<file path="src/rtl/stopwatch_ctrl_60.sv">
// stopwatch_ctrl_60: seconds-display controller (tick prescaler, mod-60 count, idle/run/pause/lap FSM).
// Lap hold, its snapshot latch and the btn_lap path are built only when STOPWATCH_LAP_EN is defined.
module stopwatch_ctrl_60 #(
  parameter int unsigned TICK_DIV = 1000000
) (
  input  logic       clk,
  input  logic       rst,
  input  logic       btn_start,
  input  logic       btn_clr,
  input  logic       btn_lap,
  output logic [3:0] q0,
  output logic [2:0] q1,
  output logic       tick,
  output logic       wrap,
  output logic [1:0] state
);

  localparam int unsigned    PW       = $clog2(TICK_DIV);
  localparam logic [PW-1:0]  PRE_LAST = PW'(TICK_DIV - 1);

  localparam logic [1:0] ST_IDLE  = 2'b00;
  localparam logic [1:0] ST_RUN   = 2'b01;
  localparam logic [1:0] ST_PAUSE = 2'b10;
  localparam logic [1:0] ST_LAP   = 2'b11;

  // Button conditioning: 2-FF synchronizer, then a registered rising-edge detector.
  logic [1:0] start_sync_q;
  logic [1:0] clr_sync_q;
  logic       start_prev_q;
  logic       clr_prev_q;
  logic       ev_start_q;
  logic       ev_clr_q;

  always_ff @(posedge clk or posedge rst) begin
    if (rst) begin
      start_sync_q <= '0;
      clr_sync_q   <= '0;
      start_prev_q <= 1'b0;
      clr_prev_q   <= 1'b0;
      ev_start_q   <= 1'b0;
      ev_clr_q     <= 1'b0;
    end else begin
      start_sync_q <= {start_sync_q[0], btn_start};
      clr_sync_q   <= {clr_sync_q[0], btn_clr};
      start_prev_q <= start_sync_q[1];
      clr_prev_q   <= clr_sync_q[1];
      ev_start_q   <= start_sync_q[1] & ~start_prev_q;
      ev_clr_q     <= clr_sync_q[1] & ~clr_prev_q;
    end
  end

`ifdef STOPWATCH_LAP_EN
  logic [1:0] lap_sync_q;
  logic       lap_prev_q;
  logic       ev_lap_q;

  always_ff @(posedge clk or posedge rst) begin
    if (rst) begin
      lap_sync_q <= '0;
      lap_prev_q <= 1'b0;
      ev_lap_q   <= 1'b0;
    end else begin
      lap_sync_q <= {lap_sync_q[0], btn_lap};
      lap_prev_q <= lap_sync_q[1];
      ev_lap_q   <= lap_sync_q[1] & ~lap_prev_q;
    end
  end
`else
  logic lap_unused;
  assign lap_unused = btn_lap;
`endif

  logic [1:0]    state_q, state_d;
  logic [PW-1:0] pre_q, pre_d;
  logic [3:0]    ones_q, ones_d;
  logic [2:0]    tens_q, tens_d;
  logic          tick_q, tick_d;
  logic          wrap_q, wrap_d;
  logic          counting;
`ifdef STOPWATCH_LAP_EN
  logic          snap_take;
`endif

  always_comb begin
    state_d   = state_q;
    pre_d     = pre_q;
    ones_d    = ones_q;
    tens_d    = tens_q;
    tick_d    = 1'b0;
    wrap_d    = 1'b0;
`ifdef STOPWATCH_LAP_EN
    snap_take = 1'b0;
    counting  = (state_q == ST_RUN) || (state_q == ST_LAP);
`else
    counting  = (state_q == ST_RUN);
`endif

    // Counting is decided by the state before this edge, so a tick that
    // coincides with a RUN->PAUSE or RUN->LAP transition still happens.
    if (counting) begin
      if (pre_q == PRE_LAST) begin
        pre_d  = '0;
        tick_d = 1'b1;
        if (ones_q == 4'd9) begin
          ones_d = '0;
          if (tens_q == 3'd5) begin
            tens_d = '0;
            wrap_d = 1'b1;
          end else begin
            tens_d = tens_q + 3'd1;
          end
        end else begin
          ones_d = ones_q + 4'd1;
        end
      end else begin
        pre_d = pre_q + 1'b1;
      end
    end

    // Per state, the highest-priority legal event acts; the rest are dropped.
    case (state_q)
      ST_IDLE: begin
        if (ev_clr_q) begin
          ones_d = '0;
          tens_d = '0;
        end else if (ev_start_q) begin
          state_d = ST_RUN;
          pre_d   = '0;
        end
      end
      ST_RUN: begin
        if (ev_start_q) begin
          state_d = ST_PAUSE;
`ifdef STOPWATCH_LAP_EN
        end else if (ev_lap_q) begin
          state_d   = ST_LAP;
          snap_take = 1'b1;
`endif
        end
      end
      ST_PAUSE: begin
        if (ev_clr_q) begin
          state_d = ST_IDLE;
          ones_d  = '0;
          tens_d  = '0;
          pre_d   = '0;
        end else if (ev_start_q) begin
          state_d = ST_RUN;
        end
      end
`ifdef STOPWATCH_LAP_EN
      ST_LAP: begin
        if (ev_start_q) begin
          state_d = ST_PAUSE;
        end else if (ev_lap_q) begin
          state_d = ST_RUN;
        end
      end
`else
      ST_LAP:  state_d = ST_IDLE;
`endif
      default: state_d = ST_IDLE;
    endcase
  end

  always_ff @(posedge clk or posedge rst) begin
    if (rst) begin
      state_q <= ST_IDLE;
      pre_q   <= '0;
      ones_q  <= '0;
      tens_q  <= '0;
      tick_q  <= 1'b0;
      wrap_q  <= 1'b0;
    end else begin
      state_q <= state_d;
      pre_q   <= pre_d;
      ones_q  <= ones_d;
      tens_q  <= tens_d;
      tick_q  <= tick_d;
      wrap_q  <= wrap_d;
    end
  end

`ifdef STOPWATCH_LAP_EN
  logic [3:0] snap_ones_q;
  logic [2:0] snap_tens_q;

  // Snapshot takes the registered (pre-increment) live value at the LAP entry edge.
  always_ff @(posedge clk or posedge rst) begin
    if (rst) begin
      snap_ones_q <= '0;
      snap_tens_q <= '0;
    end else if (snap_take) begin
      snap_ones_q <= ones_q;
      snap_tens_q <= tens_q;
    end
  end

  assign q0 = (state_q == ST_LAP) ? snap_ones_q : ones_q;
  assign q1 = (state_q == ST_LAP) ? snap_tens_q : tens_q;
`else
  assign q0 = ones_q;
  assign q1 = tens_q;
`endif

  assign tick  = tick_q;
  assign wrap  = wrap_q;
  assign state = state_q;

endmodule

</file>
<file path="config.mk">
export PLATFORM = sky130hd
export DESIGN_NAME = stopwatch_ctrl_60
export DESIGN_NICKNAME = d
export VERILOG_FILES = /design/src/rtl/stopwatch_ctrl_60.sv
export SDC_FILE = /design/constraint.sdc
export NUM_CORES = 1
export LEC_CHECK = 0
export ABC_AREA = 1
export CELL_PAD_IN_SITES_DETAIL_PLACEMENT = 0
export CELL_PAD_IN_SITES_GLOBAL_PLACEMENT = 1
export CORE_MARGIN = 2
export CORE_UTILIZATION = 45
export DETAILED_ROUTE_END_ITERATION = 10
export PLACE_DENSITY = 0.91
export SYNTH_ARGS = -nofsm -noshare
export SYNTH_HDL_FRONTEND = slang
export SYNTH_SLANG_ARGS = --single-unit
</file>
<file path="constraint.sdc">
create_clock -name clk -period 2.9 [get_ports clk]
set_input_delay 0.435 -clock clk [delete_from_list [all_inputs] [get_ports clk]]
set_output_delay 0.435 -clock clk [all_outputs]
set_load 0.03 [all_outputs]
</file>
==> results <==
- The number of antenna violations at the first check in global routing is 0.
- The ratio of routed vias to standard cells is 4.95.
- Across all layers, the routed design uses 1739 vias.
- Of the cells placed in the final design, the portion with a size suffix greater than 1 is 0.0836.
- The via count of the first global-routing pass is 1612.
- In this run, post-CTS repair resized a total of 0 instances.
- The worst vdd rail ir drop is 0.409 mV.
- The count of maximum capacitance violations is 0.
- The worst hold slack after final layout is roughly 0.35 ns.
- The number of primary I/O pins is 16.
- In this run, distinct cell masters in the synthesized netlist total 28.
- The synthesis-to-layout area growth is 15.2%.
- At the pin with the least slew margin, the transition time is around 0.49 ns.
- The critical path endpoint category is a register.
- In this run the core area contains 24 standard-cell rows.
- The worst clock skew on the final layout is approximately 0.007 ns.
- The required time of the worst setup path is 3.08 ns.
- The number of setup buffers added after CTS is 0.
- STA puts the critical path data arrival time at between 2 and 2.5 ns.
- The hold-critical path depth is 0.
- For this run, the register share of the synthesized area comes to 0.476.
- Yosys mapped a number of flops with a built-in enable equal to 0.
- The number of nets in the synthesized netlist is 281.
- The effective utilization at floorplan is 0.468.
- The clock network power share is 0.268.
- Cell internal power was estimated by the tool at around 900 uW.
- The clock passes through at most 2 buffers.
- For this run, design rule violations remaining after detail routing come to 0.
- The relative slew slack is 0.673.
- In this run the critical register-to-register path is captured at pre_q[10].
- Yosys attributes the largest share of cell area to sky130_fd_sc_hd__dfrtp_1 48%, sky130_fd_sc_hd__nand2_1 12%, sky130_fd_sc_hd__nor2_1 9.7%, sky130_fd_sc_hd__inv_1 6.6%, sky130_fd_sc_hd__nand3_1 4.6%.
- The worst register-to-register path has a setup slack of 0.89 ns.
- The part of the power in registers is 0.472.
- The number of nets with antenna violations after routing is 0.
- The floorplan step defined a die boundary enclosing 5110 um^2.
- Setup total negative slack on the finished layout was measured at 0 ns.
- The startpoint identified for the worst hold timing path is start_sync_q[0].
- Input and output buffers added on the ports amount to 14.
- The kind of start point of the critical path is a register.
- After technology mapping, the gate count stands at between 200 and 300.
- The count of final hold-check violations came to 0.
- The commonest cells after synthesis are 67 x sky130_fd_sc_hd__nand2_1, 53 x sky130_fd_sc_hd__nor2_1, 39 x sky130_fd_sc_hd__dfrtp_1.
- The final max-slew violation count came to 0.
- The core region is 4380 um^2.
- The share of total power consumed by net switching is 0.349.
- The number of hold buffers added after cts is 0.
- The worst setup path is of the reg -> reg kind.
- The first TritonRoute pass finished after 4 iterations.
- TritonCTS built the clock tree.
- Clock tree synthesis selected as its root buffer the cell sky130_fd_sc_hd__clkbuf_8.
- After clock tree synthesis, the clock-pin slew on the worst setup and hold paths is 0.08 ns.
- The starting DRC count in detailed routing is 96.
- The first-pass GRT wire length is 7.34 mm.
- Entering global routing, the biggest net connects 40 pins.
- The most numerous cell in the Yosys netlist is sky130_fd_sc_hd__nand2_1.
- The total routed wirelength is about 4.3 mm.
- The die width is 71.5 um.
- The routed wirelength normalized by instance count is between 10 and 15 um.
- The most used flip-flop cell after synthesis is sky130_fd_sc_hd__dfrtp_1.
- For the worst flop-to-flop path, the logic depth is 9.
- The sum of net half-perimeters after detailed placement is 3.14 mm.
- The count of warnings emitted by yosys is 0.
- The post-synthesis area per instance is around 7.5 um^2.
- The min-delay analysis places its worst path in the category reg -> reg.
- The clock reaches the later pin of the worst-skew pair after ~0.29 ns.
- Synthesis inferred 39 register bits.
- Setup repair after global routing left no endpoint under its margin.
- The overflow left after global routing is 0.
- The maximum net fanout on the critical path is 11.
- The power per unit of standard cell area is 579 nW/um^2.
- Summed over all cells, the static leakage comes to 1.13 nW.
- The CTS H-tree depth is 2.
- The total CTS buffers is 5.
- The count of nets after finishing is 304.
- The cell area after synthesis is 2050 um^2.
- The tree built by TritonCTS fans out to 39 sinks.
- The flow ran to the end, and the final reports show no timing, DRC or antenna violations.
- The number of setup violations in the final report is 0.
- In the synthesized netlist the async set-or-reset flop fraction comes to 1.00.
- For this design the total switching power over the nets is 478 uW.
- For this run, the total global-route usage over all layers was measured as 0.183.
- The endpoint with the worst hold slack is start_sync_q[1].
- The reg-to-reg critical path startpoint is pre_q[7].
- The number of antenna diodes in the final layout is 0.
- The combinational share of power is 0.260.
- The post-route fraction of the period consumed by the critical path is 0.695.
- The vertical die dimension is 71.5 um.
- The maximum clock frequency is just under 0.5 GHz.
- The largest total area in the synthesized netlist belongs to sky130_fd_sc_hd__dfrtp_1.
- The global placement routability congestion is 0.887.
- The area share of the largest cell type after synthesis is 0.476.
- Counting I/O delays and the setup requirement, the final critical path takes 2.01 ns.
layout by cell type, fill, tap and decap left out, types with 4 or more instances in the layout:
cell / Yosys / final
sky130_fd_sc_hd__nor3_1: 8 / 8
sky130_fd_sc_hd__inv_1: 36 / 36
sky130_fd_sc_hd__a21oi_1: 12 / 12
sky130_fd_sc_hd__nand2_1: 67 / 67
sky130_fd_sc_hd__nand4_1: 6 / 6
sky130_fd_sc_hd__nand3_1: 19 / 19
sky130_fd_sc_hd__dfrtp_1: 39 / 39
sky130_fd_sc_hd__clkbuf_8: 0 / 5
sky130_fd_sc_hd__o21ai_0: 4 / 4
sky130_fd_sc_hd__buf_4: 1 / 4
sky130_fd_sc_hd__inv_2: 5 / 5
sky130_fd_sc_hd__clkdlybuf4s50_1: 0 / 14
sky130_fd_sc_hd__nor2_1: 53 / 53
sky130_fd_sc_hd__xor2_1: 4 / 4
flip-flops by register name, indices dropped and copies added (netlist names):
| register | flops |
|---|---|
| state | 2 |
| ev_start_q | 1 |
| ev_clr_q | 1 |
| q0 | 4 |
| wrap | 1 |
| q1 | 3 |
| tick | 1 |
| start_prev_q | 1 |
| clr_prev_q | 1 |
| pre_q | 20 |
| start_sync_q | 2 |
| clr_sync_q | 2 |
critical path: stages (launching register included):
cell                      delay, ns
sky130_fd_sc_hd__dfrtp_1       0.43
sky130_fd_sc_hd__inv_2         0.12
sky130_fd_sc_hd__nand2_1       0.09
sky130_fd_sc_hd__nor3_1        0.14
sky130_fd_sc_hd__nand2_1       0.07
sky130_fd_sc_hd__nor2_1        0.23
sky130_fd_sc_hd__nand2_1       0.14
sky130_fd_sc_hd__nand2_1       0.36
sky130_fd_sc_hd__inv_2         0.15
sky130_fd_sc_hd__and3_1        0.17
through the flow:
stage	utilization	cell area (um^2)	setup WS (ns)	total power [mW]	cells
global placement	0.519	2270	0.914	1.01	343
global route	0.539	2360	0.662	1.45	351
floorplan	-	2050	1.35	0.899	275
CTS	0.539	2360	0.891	1.38	351
finish	0.539	2360	0.885	1.37	351
detailed placement	0.519	2270	0.909	1.01	343
layout make-up:
class	count	area, um^2
Clock buffer	5	68.8
Clock inverter	3	20.0
Fill cell	436	2020
Inverter	42	158
Multi-Input combinational cell	192	905
Sequential cell	39	976
Tap cell	52	65.1
Timing Repair Buffer	18	170
how the worst max path moves through the flow:
stage,from,to,slack [ns],cells after the start
after floorplan,state[0],pre_q[18],1.35,8
after global placement,pre_q[6],pre_q[10],0.91,9
after detailed placement,pre_q[7],pre_q[10],0.91,9
after CTS,pre_q[7],pre_q[10],0.89,9
after global routing,pre_q[7],pre_q[10],0.66,9
final,pre_q[7],pre_q[10],0.89,9
routing by layer:
layer  global-route usage  up-vias  share of wire  wire length [um]
li1                     -      905              -                 -
met1                0.260      802           0.50              2150
met2                0.278       25           0.45              1920
met3               0.0352        7          0.028               118
met4               0.0671        0          0.016                70
met5                    0        -              0                 0
cells by family (layout without fill, tap and decap cells):
| family | count (synthesis) | count (layout) | share of synthesized area |
|---|---|---|---|
| xor gates and xnor gates | 6 | 6 | 0.0256 |
| buffers and inverters | 44 | 68 | 0.0830 |
| DFF | 39 | 39 | 0.476 |
| adders and majority gates | 1 | 1 | 0.00610 |
| AOI/OAI and AO/OA | 20 | 20 | 0.0513 |
| and+or+nand+nor | 165 | 165 | 0.358 |
power by group through the flow:
stage	sequential [mW]	combinational (mW)	clock (mW)
floorplan	0.681	0.218	0
global placement	0.656	0.350	0
detailed placement	0.656	0.357	0
CTS	0.646	0.360	0.375
global route	0.654	0.401	0.397
finish	0.646	0.355	0.367
Note: power is estimated with default switching activity, not from simulation.
==> patch: new RTL, same settings <==
Build with the macro `STOPWATCH_LAP_EN` defined.
--- a/src/rtl/stopwatch_ctrl_60.sv
+++ b/src/rtl/stopwatch_ctrl_60.sv
@@ -1,4 +1,6 @@
 // stopwatch_ctrl_60: seconds-display controller (tick prescaler, mod-60 count, idle/run/pause/lap FSM).
 // Lap hold, its snapshot latch and the btn_lap path are built only when STOPWATCH_LAP_EN is defined.
+`define STOPWATCH_LAP_EN
+
 module stopwatch_ctrl_60 #(
   parameter int unsigned TICK_DIV = 1000000
Function: changed (a bounded check fails within 10 cycles, from zero or initial values and one cycle with rst high).
==> patch against the unedited design <==
Worst setup slack worse by 0.39 ns. Power up 21%. Final area rose by 24%. Clock skew is 0.0036 ns higher. Clock power grew 39%. Sequential cell count increased by 11. Wire length grew 21%. Combinational power increased by 4%. Maximum frequency shrank 16%. Synthesized area grew 27%.
==> patch: results (changes against the unedited design) <==
| Metric | Value |
|---|---|
| Post-Route WL | 5.13 mm (+21%) |
| Buffer share of cell area | 5.64% (-1.6 points) |
| Fillers | 543 (+25%) |
| Pwr/cell area | 565 mW/mm^2 (-2.5%) |
| Multi-input combinational gate total | 245 (+28%) |
| Xor/xnor share of the synthesized area | 2.02% (-0.54 points) |
| FF-to-FF End | pre_q[9]$_DFF_PP0_ |
| M1 wire length | 2.51 mm (+17%) |
| Hold endpoint | clr_sync_q[1]$_DFF_PP0_ |
| Clock network share of area | 3.97% (+0.21 points) |
| Seq/Total Area, Yosys | 48.1% (+0.51 points) |
| Post-synth top cells | nand2_1, dfrtp_1, nor2_1 |
| Pleak | 1.39 nW (+23%) |
| Later-pin clock latency in the skew report | 0.31 ns (+0.02 ns) |
| Placement Setup Slack | 0.834 ns (-0.0753 ns) |
| DR iter-0 viols | 107 (+11%) |
| Non-clk invs | 41 (-2.4%) |
| Post-Synth Adder-Cell Area | 0.481% (-0.13 points) |
| GPL Wtd Cong | 0.807 (-9.0%) |
| Register-to-Register Path Depth | 7 (-2) |
| Post-Syn Instances | 344 (+25%) |
| Largest net degree at the start of global routing | 51 (+28%) |
| Critical path destination | q0[1] |
| Number of nets in the layout | 366 (+20%) |
| Syn_area_per_cell | 7.56 sq um (+1.4%) |
| Non-clock buffer count | 17 (-1) |
| Global Route Usage Sum | 18.4% (+0.17 points) |
| R2r setup slk | 0.97 ns (+0.08 ns) |
| Worst setup path startpoint | state[1]$_DFFE_PP0P_ |
| Largest driver fanout on the critical path | 14 (+3) |
| Outcome | finished clean |
| Vias per inst | 4.94 (-0.39%) |
| Total vias in the final route | 2137 (+23%) |
| Clock sinks | 50 (+28%) |
| Fraction of area in multi-input gates | 39.3% (+1.0 points) |
| Min-Delay Startpoint | clr_sync_q[0]$_DFF_PP0_ |
| Vias in the first global route | 1966 (+22%) |
| Metal2 WL | 2.39 mm (+24%) |
| Fraction of layout cells with a size suffix above 1 | 8.86% (+0.50 points) |
[patch: cell count changes after synthesis, moves of 3 or more]
cell and change:
nor2_1 -3, clkbuf_1 +3, o21ai_0 +12, a21oi_1 +5, nand2_1 +29, nor3_1 -4, nand4_1 +7, nor2_2 +5
dfrtp_1 +11
[patch: layer usage]
metal  global-route usage (%)  vias up
met2                     28.9       31
met1                     25.5      974
met3                     3.73        6
met4                     6.10        0
met5                        0        -
li1                         -     1126
[patch: power by group]
part / internal (mW) / total (mW) / leakage [nW] / switching (mW)
logic: 0.134 / 0.369 / 0.669 / 0.235
registers: 0.738 / 0.775 / 0.665 / 0.0371
clock network: 0.263 / 0.510 / 0.0591 / 0.246
[patch: worst max-delay path, stage by stage, from the launching register on]
cell,delay (ns)
dfrtp_1,0.43
nand2_1,0.34
nor2_1,0.08
a21oi_1,0.13
clkdlybuf4s50_1,0.68
